**src/rtl/pc_unit.sv**
```systemverilog
// Program-counter unit: sequential +4, branch/jump redirect, stall hold with a one-deep redirect buffer, advance counter.
// Optional misaligned-redirect trap enabled by defining PC_MISALIGN_TRAP_EN.
module pc_unit #(
    parameter int                XLEN         = 32,
    parameter logic [XLEN-1:0]   RESET_VECTOR = 'h0000_0000,
    parameter logic [XLEN-1:0]   TRAP_VECTOR  = 'h0000_0010,
    parameter int                CNT_W        = 32
) (
    input  logic             clk,
    input  logic             reset,
    input  logic             enable,
    input  logic             redirect_valid,
    input  logic [XLEN-1:0]  redirect_target,
    input  logic             redirect_is_jalr,
    output logic [XLEN-1:0]  pc_out,
    output logic [XLEN-1:0]  pc_plus4,
    output logic             pc_valid,
    output logic             redirect_pending,
    output logic             misaligned,
    output logic [CNT_W-1:0] advance_count
);

    localparam logic [1:0] BOOT = 2'd0;
    localparam logic [1:0] RUN  = 2'd1;
    localparam logic [1:0] HOLD = 2'd2;

    logic [1:0]      state;
    logic [XLEN-1:0] pend_buf;
    logic [XLEN-1:0] tgt;
    logic [XLEN-1:0] apply_tgt;
    logic [XLEN-1:0] apply_pc;
    logic            apply_mis;

    assign pc_plus4 = pc_out + XLEN'(4);

    always_comb begin
        tgt = redirect_target;
        if (redirect_is_jalr) begin
            tgt[0] = 1'b0;
        end
`ifndef PC_MISALIGN_TRAP_EN
        tgt[1:0] = 2'b00;
`endif
    end

    // A fresh redirect arriving on the release cycle beats the buffered one.
    assign apply_tgt = (state == HOLD && !redirect_valid) ? pend_buf : tgt;

`ifdef PC_MISALIGN_TRAP_EN
    logic mis_q;
    assign apply_mis  = (apply_tgt[1:0] != 2'b00);
    assign misaligned = mis_q;

    always_ff @(posedge clk) begin
        if (reset) begin
            mis_q <= 1'b0;
        end else begin
            mis_q <= 1'b0;
            if ((state == RUN && enable && redirect_valid) || (state == HOLD && enable)) begin
                mis_q <= apply_mis;
            end
        end
    end
`else
    assign apply_mis  = 1'b0;
    assign misaligned = 1'b0;
`endif

    assign apply_pc = apply_mis ? TRAP_VECTOR : apply_tgt;

    always_ff @(posedge clk) begin
        if (reset) begin
            state            <= BOOT;
            pc_out           <= RESET_VECTOR;
            pc_valid         <= 1'b0;
            redirect_pending <= 1'b0;
            pend_buf         <= '0;
            advance_count    <= '0;
        end else begin
            case (state)
                BOOT: begin
                    pc_valid <= 1'b1;
                    if (redirect_valid) begin
                        pend_buf         <= tgt;
                        redirect_pending <= 1'b1;
                        state            <= HOLD;
                    end else begin
                        state <= RUN;
                    end
                end
                RUN: begin
                    if (enable) begin
                        pc_out        <= redirect_valid ? apply_pc : pc_plus4;
                        advance_count <= advance_count + CNT_W'(1);
                    end else if (redirect_valid) begin
                        pend_buf         <= tgt;
                        redirect_pending <= 1'b1;
                        state            <= HOLD;
                    end
                end
                HOLD: begin
                    if (enable) begin
                        pc_out           <= apply_pc;
                        redirect_pending <= 1'b0;
                        advance_count    <= advance_count + CNT_W'(1);
                        state            <= RUN;
                    end else if (redirect_valid) begin
                        pend_buf <= tgt;
                    end
                end
                default: begin
                    state <= BOOT;
                end
            endcase
        end
    end

endmodule

```
**config.mk**
```make
export PLATFORM = sky130hd
export DESIGN_NAME = pc_unit
export DESIGN_NICKNAME = d
export VERILOG_FILES = /design/src/rtl/pc_unit.sv
export SDC_FILE = /design/constraint.sdc
export NUM_CORES = 1
export LEC_CHECK = 0
export BUFFER_PORTS_ARGS = -buffer_cell sky130_fd_sc_hd__clkbuf_2
export CORE_UTILIZATION = 54
export DETAILED_ROUTE_END_ITERATION = 16
export PLACE_DENSITY = 0.81
export SLEW_MARGIN = 25
export SYNTH_ARGS = -nofsm -noshare
export SYNTH_HDL_FRONTEND = slang
export SYNTH_SLANG_ARGS = --single-unit
```
**constraint.sdc**
```tcl
create_clock -name clk -period 2.4 [get_ports clk]
set_input_delay 0.48 -clock clk [delete_from_list [all_inputs] [get_ports clk]]
set_output_delay 0.48 -clock clk [all_outputs]
set_load 0.005 [all_outputs]
```
==> After elaboration in Yosys (flattened, before gate mapping) <==
Cells that the tools add are included.
{ "totals": {"reg_bits": 100} }
{ "op_classes": {"addsub": 2, "eq_ne": 7, "n_mux": 17, "reduce_logical": 12} }
{ "op_table": {"columns": ["operator", "count"], "rows": [
  ["$mux W32", 6],
  ["$pmux W32 S2", 2],
  ["$add A32 B1 Y32 const B", 1],
  ["$add A32 B3 Y32 const B", 1],
  ["$ne A2 B2 Y1 const B", 5],
  ["$reduce_and A3 Y1", 3],
  ["$mux W2", 4],
  ["$pmux W2 S3", 1],
  ["$reduce_and A2 Y1", 2],
  ["$reduce_bool A2 Y1", 2],
  ["$mux W1", 3],
  ["$pmux W1 S3", 1],
  ["$reduce_bool A3 Y1", 1],
  ["$eq A2 B1 Y1 const B", 1],
  ["$eq A2 B2 Y1 const B", 1],
  ["$logic_not A2 Y1", 1],
  ["$reduce_or A2 Y1", 1],
  ["$logic_and A1 B1 Y1", 1],
  ["$logic_not A1 Y1", 1]
]} }

==> Longest topological paths before layout <==
{ "depth": {"word_depth": 6, "mapped_depth": 10} }

==> Least setup slack after synthesis <==
No wires, ideal clock.
{ "synth_timing": {"kind": "register to output", "from": "reg pc_out[2]", "to": "out pc_plus4[18]", "setup_slack_ns": 0.274, "path_stages_with_launch": 6, "t_arrival_ns": 1.646, "n_path_buf": 0, "t_required_ns": 1.920, "cell_sequence": "dfxtp_1 > ha_1 > nand3_1 > or2_2 > nor3_4 > xor2_1"} }
{ "synth_via": {"elab_chain_cells": 1} }
{ "synth_rtl": {"columns": ["element", "line_no", "source"], "rows": [
  ["from (decl)", "15", "output logic [XLEN-1:0] pc_out,"],
  ["from (signal assigned)", "93", "pc_out <= redirect_valid ? apply_pc : pc_plus4;"],
  ["from (signal assigned)", "103", "pc_out <= apply_pc;"],
  ["$add A32 B3 Y32", "34", "assign pc_plus4 = pc_out + XLEN'(4);"],
  ["to (decl)", "16", "output logic [XLEN-1:0] pc_plus4,"]
]} }
Every way passes these cells.

==> Worst setup path in the final report <==
{ "layout_timing": {"from": "reg pc_out[10]", "to": "out pc_plus4[29]"} }
The elaborated chain is that of the path after synthesis.

==> summary.md <==
| Metric | Value |
|---|---|
| Outcome | `complete, but fails checks` |
| Failing checks | `negative setup slack` |
| Die width | `101 um` |
| Global route overflow | `0` |
| Top Family by Delay on Critical Path | `simple AND/OR/NAND/NOR gates` |
| Post-synthesis adder-cell area fraction | `0.0118` |
| Leak | `2.86 nW` |
| Post-synthesis simple-gate area fraction | `0.277` |
| Clock-pin slew on the worst setup and hold paths | `0.11 ns` |
| Cell Pwr Density | `796 mW/mm2` |
| Crit-path slowest cell | `dfxtp_2` |
| Antenna Nets Post-Route | `0` |
| Post-synthesis sequential area ratio | `0.364` |
| DIE HEIGHT | `101 um` |
| Initial core utilization | `0.564` |
| Setup crit end | `pc_plus4[29]` |
| Synth top area cells | `dfxtp_1 (36%), nand2_1 (6.9%), xnor2_1 (6.6%), a21oi_1 (6.1%), nor2_1 (5.1%)` |
| Die ar. | `0.0102 mm2` |
| Largest net degree at the start of global routing | `44` |
| CTS Buf Count | `9` |
| Cell Area, Synth | `0.00528 mm2` |
| Antenna cells | `0` |
| Worst r2r path cells | `8` |
| RSZ-0062 raised after global routing | `true` |
| First-pass GRT wire length | `25300 um` |
| Top_reg_cell synth | `dfxtp_1` |
| Core area | `0.00937 mm2` |
| GR Util All Layers | `0.316` |
| Critical path class | `register to primary output` |
| Area Overhead vs Synth | `28.8%` |
| Clk buf depth | `2` |
| Worst endpoint required time | `1.92 ns` |
| YS warnings | `0` |
| Final period util | `1.02` |
| Synth Instances | `681` |
| Startpoint Class | `register` |
| Post-synth top area cell | `dfxtp_1` |
| TritonCTS Sinks | `96` |
| Max_cap viols | `0` |
| Register bit total from synthesis | `96` |
| Relative slew margins | `0.626` |
| GP Congestion | `0.943` |
| R2r endpoint | `pc_out[23]` |
| Reg-to-reg startpoint | `state[0]` |
| Wirelength per Cell | `17.1 um` |
| Final Non-Filler Cells | `968` |
| CTS tree | `yes` |
| Largest family of logic cells by synthesized area | `simple AND/OR/NAND/NOR gates` |
| R2R Setup Slk | `0.14 ns` |
| Most common cell after layout, fill and taps aside | `clkbuf_2` |
| Top cell type's share of synthesized area | `0.364` |
| Clk_lat worst skew | `0.37 ns` |
| Post-synth EDFFs | `0` |
| DRT Pass-1 Iters | `5` |
| Layout cells sized above 1 | `0.328` |
| Drt drc | `0` |
| Minimum clock period | `2.46 ns` |
| Mean Syn Cell Area | `7.76 um2` |
| Class of the worst hold path | `primary input to register` |
| DRT Wirelength | `16600 um` |
| Worst VDD drop | `403 uV` |
| Worst setup path startpoint | `pc_out[10]` |
| H-tree levels | `3` |
| Worst path bufs/invs | `3` |
| Vias in the first global route | `5194` |
| Final Hold Fails | `0` |
| Ys async rst share | `0` |
| Final Skew | `0.0118 ns` |
| Cells along the critical path | `and4_4, nor4b_4, buf_6, buf_12, and3_4, xnor2_2, buf_2` |
| Num ports | `136` |
| Post-synthesis mux area share | `0.0133` |
| Inst Count DP | `935` |
| Worst Path Max Fanout | `5` |
| Compound-gate portion of the synthesized area | `0.180` |
| Initial antenna violation count | `0` |
| Via count | `5856` |
| Most frequent cells in the layout | `clkbuf_2 (121), nand2_1 (96), dfxtp_1 (79)` |
| Row cnt | `35` |
| Drt via density | `6.05` |
| Final nets | `876` |
| Hold path depth | `3` |
| CP arrival | `1.98 ns` |
| HPWL Detailed | `11300 um` |
| FMAX | `0.407 GHz` |
| Root Driver | `clkbuf_8` |
| Cell variety after synth | `55` |
| Critical Path Sink Type | `primary output` |
| Final setup margin | `-0.0571 ns` |
| Worst Max-Slew Pin Slew | `0.559 ns` |
| Worst slack at placement | `0.163 ns` |
| Drt first-iter violations | `485` |
| Slew Viols, Final | `0` |
| XOR/XNOR Fraction of Synth Area | `0.0895` |
| Final number of setup-violating endpoints | `8` |
| # port buffers | `127` |
| Max incr delay on CP | `0.36 ns` |
| CP Depth | `7` |
sequential cells by signal (all words and copies together), names as in the netlist:
name and count:
advance_count 32, pc_out 30, pc_valid 1, pend_buf 30
redirect_pending 1, state 2
worst register-to-register path, cell delays in order, from the launching register on:
cell	delay, ns
dfxtp_1	0.41
inv_1	0.12
ha_1	0.33
buf_4	0.21
o21ai_2	0.30
buf_4	0.26
nor2_1	0.10
a311oi_1	0.33
nor3_1	0.09
how the worst min path moves through the flow:
stage	startpoint	to	slack, ns
2_1_floorplan	pend_buf[16]	pend_buf[16]	0.43
3_3_place_gp	pend_buf[16]	pend_buf[16]	0.44
3_5_place_dp	pend_buf[26]	pend_buf[26]	0.45
5_1_grt	redirect_target[17]	pend_buf[17]	0.35
6_report	redirect_target[17]	pend_buf[17]	0.33
4_1_cts	redirect_target[20]	pend_buf[20]	0.32
cell usage after synthesis (all sizes together), types with 7 or more instances:
cell,instances
nand2,97
dfxtp,96
nor2,72
a21oi,64
xnor2,40
clkbuf,38
nand4,26
nand3,24
inv,23
nor3,23
o21ai,22
buf,18
a221oi,17
xor2,14
a211oi,12
nor4,11
or3,11
mux2i,7
o21a,7
repair_timing:
item                       CTS  global route
gates resized for setup     31            32
pin swaps                    8            11
buffers inserted             5            11
gates cloned                 1             0
setup endpoints to repair   16            21
hold buffers                 0             0
cell type report:
| class | count | area, um2 |
|---|---|---|
| inverter | 24 | 90.1 |
| multi-input combinational | 509 | 3220 |
| clock buffer | 9 | 124 |
| timing repair buffer | 194 | 1190 |
| clock inverter | 7 | 75.1 |
| fill | 743 | 2560 |
| sequential | 96 | 1950 |
| tap | 129 | 161 |
report_power, final:
group	leakage (nW)	switching [mW]	internal, mW	total (mW)
Clock	0.0981	0.665	0.411	1.08
Combinational	1.97	1.32	0.903	2.22
Sequential	0.789	0.257	1.87	2.12
routing by layer:
metal  global-route usage  vias up  wire, um
met3               0.0465       50      1470
met5                    0        -         0
li1                     -     2687         -
met2                0.506      345      7940
met4                0.149        0       547
met1                0.418     2774      6600
per-stage QoR:
| stage | utilization | total power, mW | cell area, um2 | hold WS, ns | setup TNS (ns) |
|---|---|---|---|---|---|
| detailed placement | 0.667 | 4.23 | 6250 | 0.447 | 0 |
| floorplan | - | 3.38 | 5300 | 0.432 | 0 |
| CTS | 0.703 | 5.31 | 6590 | 0.322 | -0.173 |
| global placement | 0.667 | 4.15 | 6250 | 0.437 | 0 |
| finish | 0.726 | 5.42 | 6810 | 0.332 | -0.287 |
| global route | 0.726 | 5.72 | 6810 | 0.346 | -0.993 |
cells by family after synthesis:
family / Yosys count
adders and majority gates: 5
buffers and inverters: 80
AOI/OAI and AO/OA: 148
xor gates and xnor gates: 54
other: 1
muxes: 7
and+or+nand+nor: 290
DFF: 96
Power figures use the tool's default switching activity.
